--- src/rtl/uart_pkg.sv ---
// Shared UART definitions used by the transmitter (and the matching receiver).
//   DEFAULT_FREQ_HZ / DEFAULT_BAUD_RATE : default system clock and line rate
//   uart_state_e                        : frame FSM state encoding
//   bit_cycles()                        : clock cycles per line bit (truncating)
package uart_pkg;

  localparam int DEFAULT_FREQ_HZ   = 12_000_000;
  localparam int DEFAULT_BAUD_RATE = 115_200;

  typedef enum logic [1:0] {
    ST_IDLE  = 2'd0,
    ST_START = 2'd1,
    ST_DATA  = 2'd2,
    ST_STOP  = 2'd3
  } uart_state_e;

  function automatic int bit_cycles(input int freq_hz, input int baud_rate);
    return freq_hz / baud_rate;
  endfunction

endpackage

--- src/rtl/sync_fifo.sv ---
// Single-clock first-word-fall-through FIFO.
//   clk, rst    : clock, async active-high reset (empties the FIFO)
//   push, din   : write strobe and data (ignored while full)
//   pop, dout   : read strobe (ignored while empty); dout shows the head entry
//   full, empty : occupancy flags
module sync_fifo #(
  parameter int WIDTH = 8,
  parameter int DEPTH = 4
) (
  input  logic             clk,
  input  logic             rst,
  input  logic             push,
  input  logic             pop,
  input  logic [WIDTH-1:0] din,
  output logic [WIDTH-1:0] dout,
  output logic             full,
  output logic             empty
);

  localparam int AW = (DEPTH > 1) ? $clog2(DEPTH) : 1;

  logic [WIDTH-1:0] mem [DEPTH];
  logic [AW-1:0]    wr_ptr, rd_ptr;
  logic [AW:0]      count;
  logic             do_push, do_pop;

  assign full    = (count == (AW+1)'(DEPTH));
  assign empty   = (count == '0);
  assign do_push = push && !full;
  assign do_pop  = pop && !empty;
  assign dout    = mem[rd_ptr];

  // Pointers wrap naturally because DEPTH is a power of two.
  always_ff @(posedge clk or posedge rst) begin
    if (rst) begin
      wr_ptr <= '0;
      rd_ptr <= '0;
      count  <= '0;
    end else begin
      if (do_push) wr_ptr <= wr_ptr + 1'b1;
      if (do_pop)  rd_ptr <= rd_ptr + 1'b1;
      case ({do_push, do_pop})
        2'b10:   count <= count + 1'b1;
        2'b01:   count <= count - 1'b1;
        default: count <= count;
      endcase
    end
  end

  // Storage carries no reset; validity is tracked by count.
  always_ff @(posedge clk) begin
    if (do_push) mem[wr_ptr] <= din;
  end

endmodule

--- src/rtl/uart_frame_tx.sv ---
// Buffered UART transmitter: 1 start bit, NUM_DATA_BITS data bits LSB first,
// 1 stop bit, no parity.
//   sys_clk, rst : clock, async active-high reset (aborts any frame, drops FIFO)
//   data_in      : payload, written when data_valid && data_ready
//   data_ready   : FIFO has room
//   tx_out       : registered serial line, idle high
//   tx_busy      : a frame is on the line
//   tx_done      : one-cycle pulse at the end of each stop bit
module uart_frame_tx
  import uart_pkg::*;
#(
  parameter int FREQ_HZ       = DEFAULT_FREQ_HZ,
  parameter int BAUD_RATE     = DEFAULT_BAUD_RATE,
  parameter int NUM_DATA_BITS = 8,
  parameter int FIFO_DEPTH    = 4
) (
  input  logic                     sys_clk,
  input  logic                     rst,
  input  logic [NUM_DATA_BITS-1:0] data_in,
  input  logic                     data_valid,
  output logic                     data_ready,
  output logic                     tx_out,
  output logic                     tx_busy,
  output logic                     tx_done
);

  localparam int BIT_CYCLES = bit_cycles(FREQ_HZ, BAUD_RATE);
  localparam int CNT_W      = (BIT_CYCLES > 1) ? $clog2(BIT_CYCLES) : 1;
  localparam int IDX_W      = (NUM_DATA_BITS > 1) ? $clog2(NUM_DATA_BITS) : 1;
  localparam logic [CNT_W-1:0] BAUD_LAST = CNT_W'(BIT_CYCLES - 1);
  localparam logic [IDX_W-1:0] IDX_LAST  = IDX_W'(NUM_DATA_BITS - 1);

  uart_state_e              state, state_nxt;
  logic [CNT_W-1:0]         baud_cnt, baud_nxt;
  logic [IDX_W-1:0]         bit_idx, bit_nxt;
  logic [NUM_DATA_BITS-1:0] shreg, shreg_nxt, shreg_shift;
  logic                     line_nxt, done_nxt;
  logic                     fifo_pop, fifo_full, fifo_empty, bit_end;
  logic [NUM_DATA_BITS-1:0] fifo_dout;

  // Full refuses the push even when the FSM pops on the same edge.
  assign data_ready  = !fifo_full;
  assign tx_busy     = (state != ST_IDLE);
  assign bit_end     = (baud_cnt == BAUD_LAST);
  assign shreg_shift = shreg >> 1;

  sync_fifo #(
    .WIDTH (NUM_DATA_BITS),
    .DEPTH (FIFO_DEPTH)
  ) u_fifo (
    .clk   (sys_clk),
    .rst   (rst),
    .push  (data_valid && data_ready),
    .pop   (fifo_pop),
    .din   (data_in),
    .dout  (fifo_dout),
    .full  (fifo_full),
    .empty (fifo_empty)
  );

  always_ff @(posedge sys_clk or posedge rst) begin
    if (rst) begin
      state    <= ST_IDLE;
      baud_cnt <= '0;
      bit_idx  <= '0;
      shreg    <= '0;
      tx_out   <= 1'b1;
      tx_done  <= 1'b0;
    end else begin
      state    <= state_nxt;
      baud_cnt <= baud_nxt;
      bit_idx  <= bit_nxt;
      shreg    <= shreg_nxt;
      tx_out   <= line_nxt;
      tx_done  <= done_nxt;
    end
  end

  // Next-state logic also computes the next line level, so tx_out is a flop.
  always_comb begin
    state_nxt = state;
    baud_nxt  = baud_cnt;
    bit_nxt   = bit_idx;
    shreg_nxt = shreg;
    line_nxt  = tx_out;
    done_nxt  = 1'b0;
    fifo_pop  = 1'b0;
    case (state)
      ST_IDLE: begin
        line_nxt = 1'b1;
        if (!fifo_empty) begin
          fifo_pop  = 1'b1;
          shreg_nxt = fifo_dout;
          baud_nxt  = '0;
          line_nxt  = 1'b0;
          state_nxt = ST_START;
        end
      end
      ST_START: begin
        if (bit_end) begin
          baud_nxt  = '0;
          bit_nxt   = '0;
          line_nxt  = shreg[0];
          state_nxt = ST_DATA;
        end else begin
          baud_nxt = baud_cnt + 1'b1;
        end
      end
      ST_DATA: begin
        if (bit_end) begin
          baud_nxt = '0;
          if (bit_idx == IDX_LAST) begin
            line_nxt  = 1'b1;
            state_nxt = ST_STOP;
          end else begin
            bit_nxt   = bit_idx + 1'b1;
            shreg_nxt = shreg_shift;
            line_nxt  = shreg_shift[0];
          end
        end else begin
          baud_nxt = baud_cnt + 1'b1;
        end
      end
      ST_STOP: begin
        if (bit_end) begin
          baud_nxt = '0;
          done_nxt = 1'b1;
          // Chain straight into the next start bit: no idle gap between frames.
          if (!fifo_empty) begin
            fifo_pop  = 1'b1;
            shreg_nxt = fifo_dout;
            line_nxt  = 1'b0;
            state_nxt = ST_START;
          end else begin
            line_nxt  = 1'b1;
            state_nxt = ST_IDLE;
          end
        end else begin
          baud_nxt = baud_cnt + 1'b1;
        end
      end
      default: state_nxt = ST_IDLE;
    endcase
  end

endmodule
--- config.mk ---
export PLATFORM = sky130hd
export DESIGN_NAME = uart_frame_tx
export DESIGN_NICKNAME = d
export VERILOG_FILES = /design/src/rtl/uart_pkg.sv /design/src/rtl/sync_fifo.sv /design/src/rtl/uart_frame_tx.sv
export SDC_FILE = /design/constraint.sdc
export NUM_CORES = 1
export LEC_CHECK = 0
export CORE_ASPECT_RATIO = 2
export CORE_MARGIN = 5
export CORE_UTILIZATION = 40
export CTS_CLUSTER_SIZE = 40
export DETAILED_ROUTE_END_ITERATION = 12
export GPL_ROUTABILITY_DRIVEN = 0
export GPL_TIMING_DRIVEN = 0
export PLACE_DENSITY = 0.67
export SLEW_MARGIN = 40
export SYNTH_ARGS = -nofsm -noshare
export SYNTH_HDL_FRONTEND = slang
export SYNTH_SLANG_ARGS = --single-unit
--- constraint.sdc ---
create_clock -name sys_clk -period 3 [get_ports sys_clk]
set_clock_uncertainty 0.05 [all_clocks]
set_input_delay 0.6 -clock sys_clk [delete_from_list [all_inputs] [get_ports sys_clk]]
set_output_delay 0.6 -clock sys_clk [all_outputs]
set_load 0.05 [all_outputs]
### After elaboration in Yosys (flattened, before gate mapping)

Memory sizes are Yosys's and may differ from the RTL's.
Index checks and enable logic that the tools add are counted.
W data, S select, Z words.

* input port bits: 11
* memories: 1
* bits in writable memories: 32
* bits in registers: 29
* output and inout port bits: 4

* equal/unequal tests: 14
* muxes and demuxes: 33
* reduce and logical (&&, ||, !) cells: 16
* add/sub/neg operators: 6

Memories
* u_fifo.mem: words 4, width 8, rd ports 1, clocked after Yosys merged registers in 0, wr ports 1, line sync_fifo.sv:22 `logic [WIDTH-1:0] mem [DEPTH];`

Operators with widths (number)
* $mux W8: 4
* $pmux W8 S3: 1
* $mux W7: 2
* $pmux W7 S2: 1
* $mux W1: 12
* $ne A2 B2 Y1 const B: 6
* $pmux W3 S2: 2
* $mux W2: 5
* $mux W3: 3
* $pmux W2 S4: 1
* $reduce_and A4 Y1: 2
* $add A7 B1 Y7 const B: 1
* $eq A7 B7 Y1 const B: 1
* $add A3 B1 Y3 const B: 2
* $eq A2 B2 Y1 const B: 3
* $eq A3 B3 Y1 const B: 2
* $reduce_bool A2 Y1: 3
* $reduce_and A5 Y1: 1
* $add A2 B1 Y2 const B: 2
* $eq A2 B1 Y1 const B: 2
* $pmux W1 S4: 1
* $logic_and A1 B1 Y1: 3
* $logic_not A3 Y1: 1
* $reduce_and A3 Y1: 1
* 6 further kinds: 7

### Depth between registers and ports, before layout

Gate-level depths: netlist of the first run.

* depth in word-level cells: 7
* gate-level depth with buffers: 11
* mapped depth without buffers: 10

### Modules after synthesis

A second synthesis of the first run with hierarchy kept.

* cell total of the unflattened synthesis: 209
* area, all modules: 2909.0 µm²

Modules (own cells, without submodules)
* sync_fifo: instances 1, area an instance 1596.5 µm², cells an instance 80, sequential area each 1136.1 µm²
* uart_frame_tx: instances 1, area an instance 1312.5 µm², cells an instance 129, sequential area each 551.8 µm²

### Least setup slack after synthesis of the first run

No wires, ideal clock.

* kind: register to register
* from: reg u_fifo.count[0]
* to: reg u_fifo.count[2]
* required time: 2.871 ns
* stages on the path, launching flop included: 11
* path buffers: 0
* clock period less this slack: 2.483 ns
* path slack: 0.517 ns
* arrival time: 2.354 ns
* cells stage by stage: dfrtp_1 inv_1 nand3_1 and2_1 inv_1 ha_1 inv_1 fa_1 xor2_1 nor2_1 xor2_1

RTL lines
* start, declared: line sync_fifo.sv:24 `logic [AW:0] count;`
* start signal, assigned: line sync_fifo.sv:43 `2'b10: count <= count + 1'b1;`
* start signal, assigned: line sync_fifo.sv:44 `2'b01: count <= count - 1'b1;`
* start signal, assigned: line sync_fifo.sv:45 `default: count <= count;`
* $eq A3 B3 Y1 (*): line sync_fifo.sv:27 `assign full = (count == (AW+1)'(DEPTH));`
* $logic_not A1 Y1 (*): line uart_frame_tx.sv:42 `assign data_ready = !fifo_full;`
* via data_ready: line uart_frame_tx.sv:21 `output logic data_ready,`
* $logic_and A1 B1 Y1: line uart_frame_tx.sv:53 `.push (data_valid && data_ready),`
* $logic_and A1 B1 Y1 (*): line sync_fifo.sv:29 `assign do_push = push && !full;`
* $eq A2 B1 Y1 or $eq A2 B2 Y1 (tied branches): line sync_fifo.sv:42 `case ({do_push, do_pop})`
* $pmux W3 S2 or $reduce_bool A2 Y1 (tied branches)

Mark *: on every way through the listed nets, which the timed path passes. The rest lies on a longest branch.
A chain may end at the register's enable or synchronous reset.

### Worst setup path after layout of the first run

* from: reg state[0]
* to: out tx_busy

* cells in the longest elaborated chain, start to end: 1

RTL lines
* start, declared: line uart_frame_tx.sv:33 `uart_state_e state, state_nxt;`
* start signal, assigned: line uart_frame_tx.sv:70 `state <= state_nxt;`
* $reduce_bool A2 Y1: line uart_frame_tx.sv:43 `assign tx_busy = (state != ST_IDLE);`
* end, declared: line uart_frame_tx.sv:23 `output logic tx_busy,`

No other way between the ends.

==> metrics.md, run 1 <==
| Metric | Value |
|---|---|
| ANT cells | 0 |
| Psw | 559 uW |
| Clock sink count | 61 |
| Number of flops mapped to enable cells by yosys | 32 |
| Worst slew pin tran | a little over 0.6 ns |
| Layout overhead on the synthesized area | 17.9% |
| Post-synthesis cell count | a little over 200 |
| First-pass GRT wire length | 8.78 mm |
| Die Width | 70.4 um |
| Reg area | about 1700 um2 |
| Chip height | 131 um |
| TritonCTS Buffers | 9 |
| Post-CTS Repair Setup Buffers | 0 |
| Via count | about 1.7k |
| Worst Path Required | about 2.4 ns |
| Final hold slack | 0.461 ns |
| Placeable core area | between 7000 and 8000 um2 |
| Final hold violations | 0 |
| Max-slew headroom | roughly 59% |
| Crit-path max FO | 10 |
| Slowest stage delay, CP | between 0.7 and 0.8 ns |
| CP Capture Type | output port |
| Top-count cell post-synth | edfxtp_1 |
| Post-CTS sizing | 0 |
| Max Clk Rate | about 350 MHz |
| Rows | 44 |
| Overall global routing resource usage | 12.6% |
| Avg Inst Size Synth | about 14 um2 |
| DRT iter0 DRCs | 63 |
| Placed Cells | between 300 and 400 |
| CTS tree | yes |
| Comb pwr share | a little over an eighth |
| Top cell type's share of synthesized area | roughly a third |
| Synthesis warning total | 0 |
| Area leader, netlist | edfxtp_1 |
| Total die area | slightly above 9000 um2 |
| H-tree depth | 3 |
| CP Launch Type | register |
| Largest net degree at the start of global routing | 30 |
| Clock share of power | between 30% and 40% |
| Finished Layout Cells | approximately 330 |
| DR DRC count | 0 |
| Clock latency on the worst-skew pair | between 0.3 and 0.4 ns |
| Status | completed |
| Pwr per Cell Area | 665 nW/um2 |
| P_leak | between 1 and 1.5 nW |
| Clk buf depth | 2 |
| Cell area after synthesis | ~2900 um2 |
| Global route overflow | 0 |
| Commonest cells post-synth | 32 x edfxtp_1, 28 x dfrtp_1, 16 x mux2_2, 14 x ha_1, 14 x inv_1 |
| Slew Viols, Final | 0 |
| Starting Density | 40.4% |
| Unrepaired setup endpoints after global routing | false |
| Crit-path cells | inv_1 > ha_1 > clkbuf_1 > inv_1 > clkdlybuf4s50_1 |
| CTS hold repair buffers | 0 |
| TNS Setup | 0 ns |
| Area contributors post-synth | edfxtp_1 33%, dfrtp_1 24%, mux2_2 6.2% |
| Clock Tree Root | clkbuf_16 |
| Clk pin slew, worst setup/hold paths | ~0.050 ns |
| Cell variety after synth | 48 |
| Final Critical Period | 2.82 ns |
| Initial antenna violation count | 0 |
| Crit-path slowest cell | clkdlybuf4s50_1 |
| Critical path data arrival time | ~2.2 ns |
| Max-cap violations | 0 |
| Nets | 254 |
| Crit path top cell by count | inv_1 |
| Crit path kind | reg -> out |
| Io pins | 15 |
| Synthesis-stage register bit count | between 60 and 70 |
| Number of global-route vias before repair | between 1.5k and 2k |
| Syn nets | roughly 230 |
| Share of layout cells above drive strength 1 | roughly 19% |
| Sequential share of power | between 40% and 50% |
| Vias per cell | between 5 and 6 |
| Final WL | 5.27 mm |
| Ys async rst share | a little under half |
| Int Power | roughly 1.7 mW |
| DRT Pass-1 Iters | 4 |
| Dominant synthesized flop cell | edfxtp_1 |
| HP Class | reg -> reg |
| IR drop worst, VDD | ~400 uV |
| Final period util | a little over nine tenths |
| Port buffer count | 14 |
| Multi-input logic area | between 1000 and 1500 um2 |
| Seq/Total Area, Yosys | 57.9% |
| Hpwl dp | slightly below 4 mm |
| # fillers | approximately 640 |
| Post-DRT Antenna Nets | 0 |
| Sw Ratio | between 20% and 30% |
| Setup violators final | 0 |
| Wire length per cell | about 16 um |
critical path: cells and delay by family, from the launching register on:
family | cells | cell delay (ns)
buf+inv | 4 | 1.21
fa+ha+maj | 1 | 0.20
flops | 1 | 0.43
per-stage QoR:
stage	worst slack (ns)	util, %	power, mW	instance area [um2]
CTS	0.159	47.6	2.31	3430
global route	0.00997	47.6	2.39	3430
finish	0.176	47.6	2.28	3430
global placement	0.407	43.9	1.38	3170
detailed placement	0.368	43.9	1.40	3170
floorplan	0.517	-	1.29	2910
state kept, by name, summed over array words and instances, names as in the netlist:
name and count:
tx_out 1, tx_done 1, state 2, baud_cnt 7
u_fifo.wr_ptr 2, shreg 8, u_fifo.count 3, u_fifo.mem 32
u_fifo.rd_ptr 2, bit_idx 3
kinds of logic after synthesis:
| family | count (synthesis) | share of synthesized area, % |
|---|---|---|
| flops | 61 | 57.9 |
| simple gates | 39 | 7.73 |
| compound gates | 30 | 7.00 |
| mux | 29 | 15.0 |
| buf+inv | 22 | 3.56 |
| fa+ha+maj | 15 | 6.70 |
| xor+xnor | 7 | 2.10 |
final cells by class:
type / instances / share of cell area, %
clock buffer: 14 / 7.40
clock inverter: 2 / 0.328
sequential: 61 / 49.1
inverter: 14 / 1.53
tap: 92 / 3.35
timing repair buffer: 14 / 4.08
multi-input combinational: 120 / 32.7
buffer: 8 / 1.49
metal layers:
metal	share of wire, %	vias up	GRT usage (%)
li1	-	806	-
met1	36	856	11.7
met2	57	26	23.5
met3	2.3	20	3.37
met4	4.7	0	8.69
met5	0	-	0
power groups by stage:
| stage | clock, mW | sequential, mW | combinational (mW) |
|---|---|---|---|
| 2_1_floorplan | 0 | 1.07 | 0.221 |
| 3_3_place_gp | 0 | 1.08 | 0.299 |
| 3_5_place_dp | 0 | 1.09 | 0.313 |
| 4_1_cts | 0.925 | 1.07 | 0.315 |
| 5_1_grt | 0.965 | 1.08 | 0.342 |
| 6_report | 0.908 | 1.07 | 0.304 |
cells in the final DEF (no fill, tap or decap), types with 2 or more instances in the layout:
master and n:
nor2_1 6, edfxtp_1 32, a21oi_1 3, nand2_1 7
mux4_1 5, clkdlybuf4s50_1 14, mux2_2 16, and2_1 3
buf_2 2, and3_1 7, clkbuf_1 6, o21ai_1 2
mux2_1 2, mux2i_1 2, buf_4 3, ha_1 14
nand3_1 5, a31oi_1 2, mux4_2 3, inv_1 13
clkbuf_16 9, xnor2_1 3, a22o_1 4, o21ai_0 9
dfrtp_1 28, xor2_1 4, nor3_2 2
worst paths after layout:
| kind | cells after the start | slack (ns) | to | startpoint |
|---|---|---|---|---|
| min in group asynchronous | 2 | 0.63 | u_fifo.count[2]$_DFFE_PP0P_ | rst |
| max | 5 | 0.18 | tx_busy | state[0]$_DFFE_PP0P_ |
| max reg2reg | 11 | 0.38 | u_fifo.count[2]$_DFFE_PP0P_ | baud_cnt[1]$_DFFE_PP0N_ |
| min | 1 | 0.46 | shreg[3]$_DFFE_PP0P_ | shreg[3]$_DFFE_PP0P_ |
| min reg2reg | 1 | 0.46 | shreg[3]$_DFFE_PP0P_ | shreg[3]$_DFFE_PP0P_ |
| max in group asynchronous | 2 | 1.86 | shreg[1]$_DFFE_PP0P_ | rst |
Note: power is estimated with default switching activity, not from simulation.
==> run 2: changes to the inputs <==
PLACE_DENSITY = default   (was 0.67)
==> run 2 against run 1 <==
Wire length is 3.3% lower. Total power increased by 4.3%. Cell count stayed put. Core utilization increased by 0.49 points. Global-route usage is 0.15 points higher. Combinational power shrank 2%. Setup slack got worse by 0.0041 ns. Critical path depth stayed put. Largest power group unchanged. First-iteration DRC count down 19%. Non-clock buffer count stayed put. Via count decreased by 3.0%.
==> metrics.md, run 2 (synthesis results as in run 1) <==
| Metric | Value |
|---|---|
| Clock Tree Root | clkbuf_16 |
| Final hold violations | 0 |
| CP Launch Type | register |
| Chip height | approximately 130 um |
| HP Class | reg -> reg |
| Starting Density | about 40% |
| Die Width | between 70 and 80 um |
| Vias per cell | slightly above 5 |
| Status | completed |
| Crit path kind | reg -> out |
| IR drop worst, VDD | roughly 400 uV |
| Post-CTS sizing | 0 |
| DRT Pass-1 Iters | 4 |
| Share of layout cells above drive strength 1 | 20.6% |
| # fillers | about 630 |
| Max-slew headroom | roughly 58% |
| Slew Viols, Final | 0 |
| First-pass GRT wire length | approximately 8.6 mm |
| Initial antenna violation count | 0 |
| Worst setup path end | tx_busy |
| Commonest non-fill, non-tap cell in the layout | edfxtp_1 |
| TNS Setup | 0 ns |
| Largest registers | u_fifo.mem (32), shreg (8), baud_cnt (7) |
| P_leak | 1.38 nW |
| Hpwl dp | about 3.6 mm |
| Nets | 254 |
| DR DRC count | 0 |
| Clk buf depth | 2 |
| Post-DRT Antenna Nets | 0 |
| Via count | around 1.7k |
| H-tree depth | 3 |
| Port buffer count | 14 |
| Final Critical Period | 2.83 ns |
| Final period util | around 94% |
| Max Clk Rate | approximately 350 MHz |
| M1 wire length | 1.94 mm |
| Number of global-route vias before repair | about 1.7k |
| Dpl cell area | around 3200 um2 |
| Top Metal Used | met4 |
| Crit path top cell by count | inv_1 |
| Fin util | between 40 and 50% |
| Max reg flops | 32 |
| DRT iter0 DRCs | about 50 |
| Post-CTS Repair Setup Buffers | 0 |
| Reg2Reg Depth | 11 |
| Crit-path max FO | 10 |
| ANT cells | 0 |
| Crit-path cells | inv_1 > ha_1 > clkbuf_1 > inv_1 > clkdlybuf4s50_1 |
| Wire length per cell | ~16 um |
| Global route overflow | 0 |
| Placeable core area | between 7000 and 8000 um2 |
| Post-route cell area | 3470 um2 |
| Worst slew pin tran | roughly 0.64 ns |
| Clock sink count | between 60 and 70 |
| Slowest stage delay, CP | slightly above 0.7 ns |
| Total die area | just over 9000 um2 |
| Pwr per Cell Area | ~700 nW/um2 |
| Commonest non-fill, non-tap cells in the layout | 32 x edfxtp_1, 28 x dfrtp_1, 16 x mux2_2 |
| Io pins | 15 |
| Crit-path slowest cell | clkdlybuf4s50_1 |
| Largest net degree at the start of global routing | 30 |
| WL met3 | 177 um |
| Clock latency on the worst-skew pair | between 0.3 and 0.4 ns |
| Worst Path Required | 2.35 ns |
| CTS hold repair buffers | 0 |
| Setup violators final | 0 |
| Max-cap violations | 0 |
| CTS tree | yes |
| Unrepaired setup endpoints after global routing | false |
| CP Capture Type | output port |
| Critical path data arrival time | 2.18 ns |
| Top reg by flops | u_fifo.mem |
| Capturing point of the worst reg2reg path | u_fifo.count[2]$_DFFE_PP0P_ |
| TritonCTS Buffers | 9 |
| Reg2reg start | state[0]$_DFFE_PP0P_ |
| Clk pin slew, worst setup/hold paths | about 0.050 ns |
| Setup crit start | state[0]$_DFFE_PP0P_ |
| Layout overhead on the synthesized area | 19.1% |
| Final WL | slightly above 5 mm |
| Rows | 44 |
| Reg2Reg Setup Slack | about 0.38 ns |
| Met2 wire length | roughly 2.8 mm |
| Overall global routing resource usage | ~13% |
==> run 2: worst min path at each step <==
stage                                     from                   end  depth (start not counted)
final                     shreg[0]$_DFFE_PP0P_  shreg[0]$_DFFE_PP0P_                          1
after global routing      shreg[3]$_DFFE_PP0P_  shreg[3]$_DFFE_PP0P_                          1
after CTS                 shreg[0]$_DFFE_PP0P_  shreg[0]$_DFFE_PP0P_                          1
after detailed placement  shreg[5]$_DFFE_PP0P_  shreg[5]$_DFFE_PP0P_                          1
after global placement    shreg[5]$_DFFE_PP0P_  shreg[5]$_DFFE_PP0P_                          1
after floorplan           shreg[2]$_DFFE_PP0P_  shreg[2]$_DFFE_PP0P_                          1
==> run 2: where the power goes <==
group	internal [mW]	leakage [nW]	switching [mW]	total, mW
sequential	1.02	0.644	0.0484	1.07
combinational	0.126	0.601	0.172	0.298
clock	0.644	0.140	0.373	1.02
==> run 2: cell type report <==
cell class                 instances  area (um2)  area share, %
sequential                        61        1690           48.6
tap                               92         115           3.32
clock buffer                       9         225           6.49
buffer                             8        51.3           1.48
clock inverter                     7        75.1           2.16
timing repair buffer              14         140           4.04
multi-input combinational        120        1120           32.3
inverter                          14        52.6           1.51
==> run 2: stage by stage <==
stage          setup WS, ns  std cells  power, mW  hold WS [ns]
3_3_place_gp          0.451        309       1.38         0.438
5_1_grt              0.0482        325       2.51         0.475
4_1_cts               0.155        325       2.43         0.457
6_report              0.172        325       2.38         0.454
3_5_place_dp          0.395        309       1.40         0.445
2_1_floorplan         0.517        203       1.29         0.425
==> run 2: layer usage <==
layer / vias up / global-route usage, %
li1: 809 / -
met1: 812 / 12.6
met2: 25 / 22.4
met3: 11 / 3.91
met4: 0 / 9.37
met5: - / 0
==> run 2: worst max-delay path: cells and delay by family, from the launching register on <==
| kind | cells | cell delay, ns |
|---|---|---|
| flops | 1 | 0.43 |
| buf+inv | 4 | 1.27 |
| fa+ha+maj | 1 | 0.16 |
